**src/rtl/vga_plot_arbiter.sv**
```systemverilog
// Round-robin arbiter that shares the VGA adapter's single pixel-write port
// between NUM_REQ pixel-stream requesters. Grants lock for a burst, capped at
// MAX_BURST pixels whenever someone else is waiting. Outputs are registered.
module vga_plot_arbiter #(
  parameter int unsigned NUM_REQ   = 3,
  parameter int unsigned MAX_BURST = 64,
  parameter int unsigned X_W       = 8,
  parameter int unsigned Y_W       = 7,
  parameter int unsigned C_W       = 3
) (
  input  logic                   clock,
  input  logic                   reset,
  input  logic [NUM_REQ-1:0]     req,
  input  logic [NUM_REQ-1:0]     pix_valid,
  input  logic [NUM_REQ-1:0]     pix_last,
  input  logic [NUM_REQ*X_W-1:0] x_in,
  input  logic [NUM_REQ*Y_W-1:0] y_in,
  input  logic [NUM_REQ*C_W-1:0] colour_in,
  output logic [NUM_REQ-1:0]     grant,
  output logic [2:0]             owner,
  output logic                   busy,
  output logic [X_W-1:0]         vga_x,
  output logic [Y_W-1:0]         vga_y,
  output logic [C_W-1:0]         colour,
  output logic                   plot
);

  localparam int unsigned CntW = $clog2(MAX_BURST) + 1;

  typedef enum logic [0:0] {StIdle, StBusy} state_e;

  state_e               state_q, state_d;
  logic [NUM_REQ-1:0]   grant_q, grant_d;
  logic [2:0]           owner_q, owner_d;
  logic [2:0]           rr_last_q, rr_last_d;
  logic [CntW-1:0]      cnt_q, cnt_d, cnt_inc;
  logic [X_W-1:0]       x_q, x_d;
  logic [Y_W-1:0]       y_q, y_d;
  logic [C_W-1:0]       c_q, c_d;
  logic                 plot_q, plot_d;

  logic                 sel_req, sel_valid, sel_last;
  logic [X_W-1:0]       sel_x;
  logic [Y_W-1:0]       sel_y;
  logic [C_W-1:0]       sel_c;
  logic [2:0]           winner;
  logic [NUM_REQ-1:0]   winner_oh;
  logic                 found;
  logic                 others_pending;

  // Mux out the current owner's request and pixel slice.
  always_comb begin
    sel_req   = 1'b0;
    sel_valid = 1'b0;
    sel_last  = 1'b0;
    sel_x     = '0;
    sel_y     = '0;
    sel_c     = '0;
    for (int unsigned j = 0; j < NUM_REQ; j++) begin
      if (owner_q == 3'(j)) begin
        sel_req   = req[j];
        sel_valid = pix_valid[j];
        sel_last  = pix_last[j];
        sel_x     = x_in[j*X_W +: X_W];
        sel_y     = y_in[j*Y_W +: Y_W];
        sel_c     = colour_in[j*C_W +: C_W];
      end
    end
  end

  // Round-robin search upward from rr_last+1; the last owner is checked last.
  always_comb begin
    found     = 1'b0;
    winner    = '0;
    winner_oh = '0;
    for (int unsigned k = 1; k <= NUM_REQ; k++) begin
      for (int unsigned j = 0; j < NUM_REQ; j++) begin
        if (!found && req[j] && (((32'(rr_last_q) + k) % NUM_REQ) == j)) begin
          found        = 1'b1;
          winner       = 3'(j);
          winner_oh[j] = 1'b1;
        end
      end
    end
  end

  // Saturating burst count and whether anyone besides the owner is asking.
  always_comb begin
    cnt_inc        = (cnt_q == CntW'(MAX_BURST)) ? cnt_q : cnt_q + CntW'(1);
    others_pending = |(req & ~grant_q);
  end

  // Next-state: arbitration in idle, pixel acceptance and release in busy.
  always_comb begin
    state_d   = state_q;
    grant_d   = grant_q;
    owner_d   = owner_q;
    rr_last_d = rr_last_q;
    cnt_d     = cnt_q;
    x_d       = x_q;
    y_d       = y_q;
    c_d       = c_q;
    plot_d    = 1'b0;
    unique case (state_q)
      StIdle: begin
        if (found) begin
          owner_d = winner;
          grant_d = winner_oh;
          cnt_d   = '0;
          state_d = StBusy;
        end
      end
      StBusy: begin
        if (!sel_req) begin
          // Request withdrawn: nothing accepted this cycle.
          grant_d   = '0;
          rr_last_d = owner_q;
          state_d   = StIdle;
        end else if (sel_valid) begin
          plot_d = 1'b1;
          x_d    = sel_x;
          y_d    = sel_y;
          c_d    = sel_c;
          cnt_d  = cnt_inc;
          if (sel_last || ((cnt_inc == CntW'(MAX_BURST)) && others_pending)) begin
            grant_d   = '0;
            rr_last_d = owner_q;
            state_d   = StIdle;
          end
        end
      end
      default: state_d = StIdle;
    endcase
  end

  // State and output registers; reset clears every output immediately.
  always_ff @(posedge clock or posedge reset) begin
    if (reset) begin
      state_q   <= StIdle;
      grant_q   <= '0;
      owner_q   <= '0;
      rr_last_q <= 3'(NUM_REQ - 1);
      cnt_q     <= '0;
      x_q       <= '0;
      y_q       <= '0;
      c_q       <= '0;
      plot_q    <= 1'b0;
    end else begin
      state_q   <= state_d;
      grant_q   <= grant_d;
      owner_q   <= owner_d;
      rr_last_q <= rr_last_d;
      cnt_q     <= cnt_d;
      x_q       <= x_d;
      y_q       <= y_d;
      c_q       <= c_d;
      plot_q    <= plot_d;
    end
  end

  assign grant  = grant_q;
  assign owner  = owner_q;
  assign busy   = |grant_q;
  assign vga_x  = x_q;
  assign vga_y  = y_q;
  assign colour = c_q;
  assign plot   = plot_q;

endmodule

```
**config.mk**
```make
export PLATFORM = sky130hd
export DESIGN_NAME = vga_plot_arbiter
export DESIGN_NICKNAME = d
export VERILOG_FILES = /design/src/rtl/vga_plot_arbiter.sv
export SDC_FILE = /design/constraint.sdc
export NUM_CORES = 1
export LEC_CHECK = 0
export BUFFER_PORTS_ARGS = -buffer_cell sky130_fd_sc_hd__buf_2
export CELL_PAD_IN_SITES_DETAIL_PLACEMENT = 0
export CELL_PAD_IN_SITES_GLOBAL_PLACEMENT = 1
export CORE_MARGIN = 2
export CORE_UTILIZATION = 34
export CTS_CLUSTER_SIZE = 28
export DETAILED_ROUTE_END_ITERATION = 16
export MAX_ROUTING_LAYER = met4
export PLACE_DENSITY_LB_ADDON = 0.25
export SLEW_MARGIN = 15
export SYNTH_ARGS = -nofsm -noshare
export SYNTH_HDL_FRONTEND = slang
export SYNTH_SLANG_ARGS = --single-unit
```
**constraint.sdc**
```tcl
create_clock -name clock -period 2.99 [get_ports clock]
set_input_delay 0.299 -clock clock [delete_from_list [all_inputs] [get_ports clock]]
set_output_delay 0.299 -clock clock [all_outputs]
set_load 0.02 [all_outputs]
```
After elaboration in Yosys (flattened, before gate mapping)
Cells that the tools add are included.
{"block": "totals", "reg_bits": 36, "inputBits": 65, "out_inout_bits": 26, "word_cells": 138}
{"block": "classes", "n_addsub": 4, "div": 3, "eq_ne": 17, "muxes": 64, "n_bitwise": 3, "n_reduce_logical": 38}
{"operator": "equality test 32 x 1 -> 1 bit (second input constant)", "count": 3}
{"operator": "equality test 32 x 2 -> 1 bit (second input constant)", "count": 3}
{"operator": "logical NOT 32 bit", "count": 3}
{"operator": "remainder unit 32 x 2 -> 32 bit (second input constant)", "count": 3}
{"operator": "2-to-1 mux 3 bit", "count": 17}
{"operator": "2-to-1 mux 7 bit", "count": 7}
{"operator": "2-to-1 mux 1 bit", "count": 34}
{"operator": "2-to-1 mux 8 bit", "count": 3}
{"operator": "logical AND 1 bit", "count": 18}
{"operator": "equality test 7 bit (second input constant)", "count": 2}
{"operator": "case mux 7 bit (2 select lines)", "count": 1}
{"operator": "AND reduction 3 bit", "count": 4}
{"operator": "adder 3 x 2 -> 4 bit (second input constant)", "count": 2}
{"operator": "logical NOT 1 bit", "count": 8}
{"operator": "inequality test 2 x 1 -> 1 bit (second input constant)", "count": 4}
{"operator": "adder 7 x 1 -> 7 bit (second input constant)", "count": 1}
{"operator": "inequality test 3 x 2 -> 1 bit (second input constant)", "count": 2}
{"operator": "case mux 3 bit (2 select lines)", "count": 1}
{"operator": "OR reduction 3 bit", "count": 2}
{"operator": "adder 3 x 1 -> 4 bit (second input constant)", "count": 1}
{"operator": "bitwise AND 3 bit", "count": 1}
{"operator": "equality test 3 x 1 -> 1 bit (second input constant)", "count": 1}
{"operator": "equality test 3 x 2 -> 1 bit (second input constant)", "count": 1}
{"operator": "logical NOT 3 bit", "count": 1}
{"operator": "6 further kinds", "count": 6}

Longest topological paths before layout
{"block": "depth", "depth_word": 39, "mapped_depth": 8, "ltp_nobuf": 8}

Least setup slack after synthesis
Ideal clock, no wire load.
{"block": "synth_timing", "kind": "reg2reg", "startpoint": "register cnt_q[0]", "endpoint": "register rr_last_q[0]", "setup_time_ps": 125, "arrival_time_ps": 2118, "required_ps": 2865, "path_slack_ps": 747, "stages_incl_launch_ff": 8, "path_buffers": 0, "synth_period_minus_slack_ps": 2243, "path_cell_list": "dfrtp_1 ha_1 a31o_1 a221oi_1 and4_1 o2111ai_2 a31oi_4 mux2_4"}
{"block": "synth_between", "elab_chain_cells": 7, "elab_cells_between_ends": 8, "classes_between": "add/sub: 1; eq/ne: 3; mux: 1; reduce/logical: 3"}
{"item": "start: declaration", "line": "36", "text": "logic [CntW-1:0] cnt_q, cnt_d, cnt_inc;"}
{"item": "start signal: assignment", "line": "153", "text": "cnt_q <= cnt_d;"}
{"item": "adder 7 x 1 -> 7 bit or equality test 7 bit (tied branches)", "line": "89", "text": "cnt_inc = (cnt_q == CntW'(MAX_BURST)) ? cnt_q : cnt_q + CntW'(1);"}
{"item": "2-to-1 mux 7 bit (*)", "line": "89"}
{"item": "equality test 7 bit (*)", "line": "125", "text": "if (sel_last || ((cnt_inc == CntW'(MAX_BURST)) && others_pending)) begin"}
{"item": "logical AND 1 bit (*)", "line": "125"}
{"item": "logical OR 1 bit (*)", "line": "125"}
{"item": "inequality test 2 x 1 -> 1 bit (no source line) (*)"}
{"item": "AND reduction 3 bit (no source line) (*)"}
{"item": "end signal: assignment", "line": "142", "text": "rr_last_q <= 3'(NUM_REQ - 1);"}
{"item": "end signal: assignment", "line": "152", "text": "rr_last_q <= rr_last_d;"}
{"item": "end: declaration", "line": "35", "text": "logic [2:0] rr_last_q, rr_last_d;"}
Every way passes the cells marked *; elsewhere a longest branch is shown, timed or not.
A chain may end at the register's enable or synchronous reset.

Worst setup path after layout
Ends and elaborated chain as after synthesis.

==> run metrics <==
status finished, final reports clean; clock latency on the worst-skew pair 0.29 ns; Post-layout nets 396; met3 usage 5.00%; Max Buffers Root-to-Sink 2; Reg2Reg Depth 7; total congestion overflow 0; TritonCTS Sinks 34; CP Data Required Time 3.17 ns; RR Startpoint cnt_q[0]; pre-CTS WS 0.606 ns; worst vdd ir 401 uV; RSZ-0062 raised after global routing false; DIE WIDTH 82.4 um; Max FO, Critical Path 6; Synth Cell Area 2090 sq um; DRT antenna net count 0; static leakage 1.32 nW; Pins Over Slew Limit 0; starting density of the core 35.3%; post-route design area 2670 sq um; commonest non-fill, non-tap cell in the layout buf_2; Synth Flop Type dfrtp_1; clock share of power 13.1%; crit start category flip-flop; Int Pwr 1.34 mW; DRT Wirelength 5.15 mm; Post-Syn Nets 308; Most Used Layer, Global Route met2; post-placement cell area 2590 sq um; Post-CTS Hold Fix Bufs 0; Worst-path clk slew 0.08 ns; Seq/Total Area, Yosys 40.7%; global routing usage on met2 27.1%; crit path to rr_last_q[0]; Worst setup EP type flip-flop; Hold Path Class input pin to asynchronous set/reset pin; EDFF count, synth 0; Worst Skew 0.0120 ns; TNS Setup 0 ns; Power Density 924 nW/um^2; worst setup path start cnt_q[0]; PortBufs 89; Mapped Cells 239; CTS tree built; Synth Warn # 0; Tmin final 2.38 ns; fin crit share 79.7%; setup ws final 0.606 ns; Worst Setup Path Type flip-flop to flip-flop; GR Layer Usage met1 19.9%; Core ar. 5920 sq um; Yosys cell types 41; Switching Fraction 45.7%; Die H 82.4 um; die area 6800 sq um; Num CTS Buffers 5; post-layout util 45.2%; vias per cell 4.79; row count 28; RR Endpoint rr_last_q[0]; Post-CTS Setup Inserts 0; Synth-to-Final Area Change 27.8%; H-tree depth 2; # resized after CTS 0; first-pass GRT wire length 8.35 mm; Sw Pwr 1.13 mW; layout cell share with drive strength beyond 1 35.2%; crit path DAT 2.56 ns; Ant. Diodes 0; WL/cell 12.8 um; Max-Cap Viols 0; FMAX 0.419 GHz; Post-Syn Area per Cell 8.75 sq um; share of power burned in registers 30.3%; DRC viols 0; r2r setup slk 0.61 ns; I/O pins 91; CTS root buf clkbuf_8; most frequent cells in the layout 89 x buf_2, 33 x dfrtp_1, 32 x nand2_1; 1st-pass router iterations 4; DP HPWL 3.92 mm; combinational power share 56.5%; Vias 1924; Setup Viol. Count Final 0; Seq cells post-synth 34; GRT Util Overall 16.7%; vias in the first global route 1816; initial detailed-routing violation count 64; ys async rst share 100%; initial antenna violation count 0; largest net degree at the start of global routing 35; gpl congestion 0.850; final hold violations 0
## power by group through the flow
stage	Clock, mW	Sequential [mW]	Combinational [mW]
3_3_place_gp	0	0.748	1.40
3_5_place_dp	0	0.755	1.42
6_report	0.324	0.749	1.40
2_1_floorplan	0	0.913	0.866
5_1_grt	0.358	0.773	1.56
4_1_cts	0.338	0.751	1.42
## layer usage
metal | vias up | part of all wire (%)
met5 | - | 0
met3 | 6 | 6.9
li1 | 1002 | -
met1 | 853 | 46
met4 | 0 | 1.3
met2 | 63 | 46
## synth_stat cells (2+ instances only)
cell type,n,share of area (%)
o21ai_0,29,6.9
nand4_1,3,0.90
a21oi_1,24,5.7
inv_1,9,1.6
o31ai_1,3,1.1
nand3_2,2,0.96
buf_2,3,0.72
buf_4,4,1.4
ha_1,4,2.4
xor2_1,2,0.84
mux2i_1,21,10
nand2_1,32,5.7
mux2_4,2,1.4
nor3_1,4,0.96
nand2b_1,2,0.60
clkbuf_1,6,1.1
nor2_1,24,4.3
mux2_2,3,1.6
nand3_1,5,1.2
or3_1,2,0.60
nor2b_1,2,0.60
buf_6,2,1.1
dfrtp_1,33,39
## how the worst min path moves through the flow
stage / from / endpoint / slack [ns] / cells after the start
detailed placement: reset / cnt_q[2] / 0.43 / 3
CTS: reset / plot / 0.11 / 3
finish: reset / plot / 0.1 / 3
floorplan: reset / cnt_q[0] / 0.44 / 1
global placement: reset / cnt_q[2] / 0.42 / 3
global route: reset / plot / 0.14 / 3
## kinds of logic after synthesis
family | after synthesis | share of synthesized area, %
buf+inv | 25 | 6.10
mux | 26 | 13.1
flops | 34 | 40.7
compound gates | 66 | 18.7
other cells | 1 | 0.179
xor+xnor | 3 | 1.26
simple gates | 80 | 17.5
fa+ha+maj | 4 | 2.39
## layout make-up
cell class / count / area, sq um
multi-input combinational: 180 / 1110
timing repair buffer: 96 / 498
tap: 75 / 93.8
clock buffer: 6 / 72.6
inverter: 10 / 37.5
fill: 616 / 3250
sequential: 34 / 852
clock inverter: 1 / 7.51
## flip-flops by register name, summed over array words and instances, names as in the netlist
| register | cells |
|---|---|
| cnt_q | 7 |
| vga_y | 7 |
| plot | 1 |
| colour | 3 |
| grant | 3 |
| owner | 2 |
| vga_x | 8 |
| state_q | 1 |
| rr_last_q | 2 |
## per-stage QoR
step	power, mW	hold slack, ns	std cells
2_1_floorplan	1.78	0.440	239
3_3_place_gp	2.15	0.418	395
3_5_place_dp	2.17	0.430	395
4_1_cts	2.51	0.114	402
5_1_grt	2.69	0.138	402
6_report	2.47	0.0970	402
## worst max-delay path, stage by stage (launching register included)
cell,delay [ns]
dfrtp_1,0.45
ha_1,0.31
a31o_1,0.24
a221oi_1,0.26
and4_1,0.24
o2111ai_2,0.17
a31oi_4,0.30
mux2_4,0.32
(Power assumes the default switching activity.)
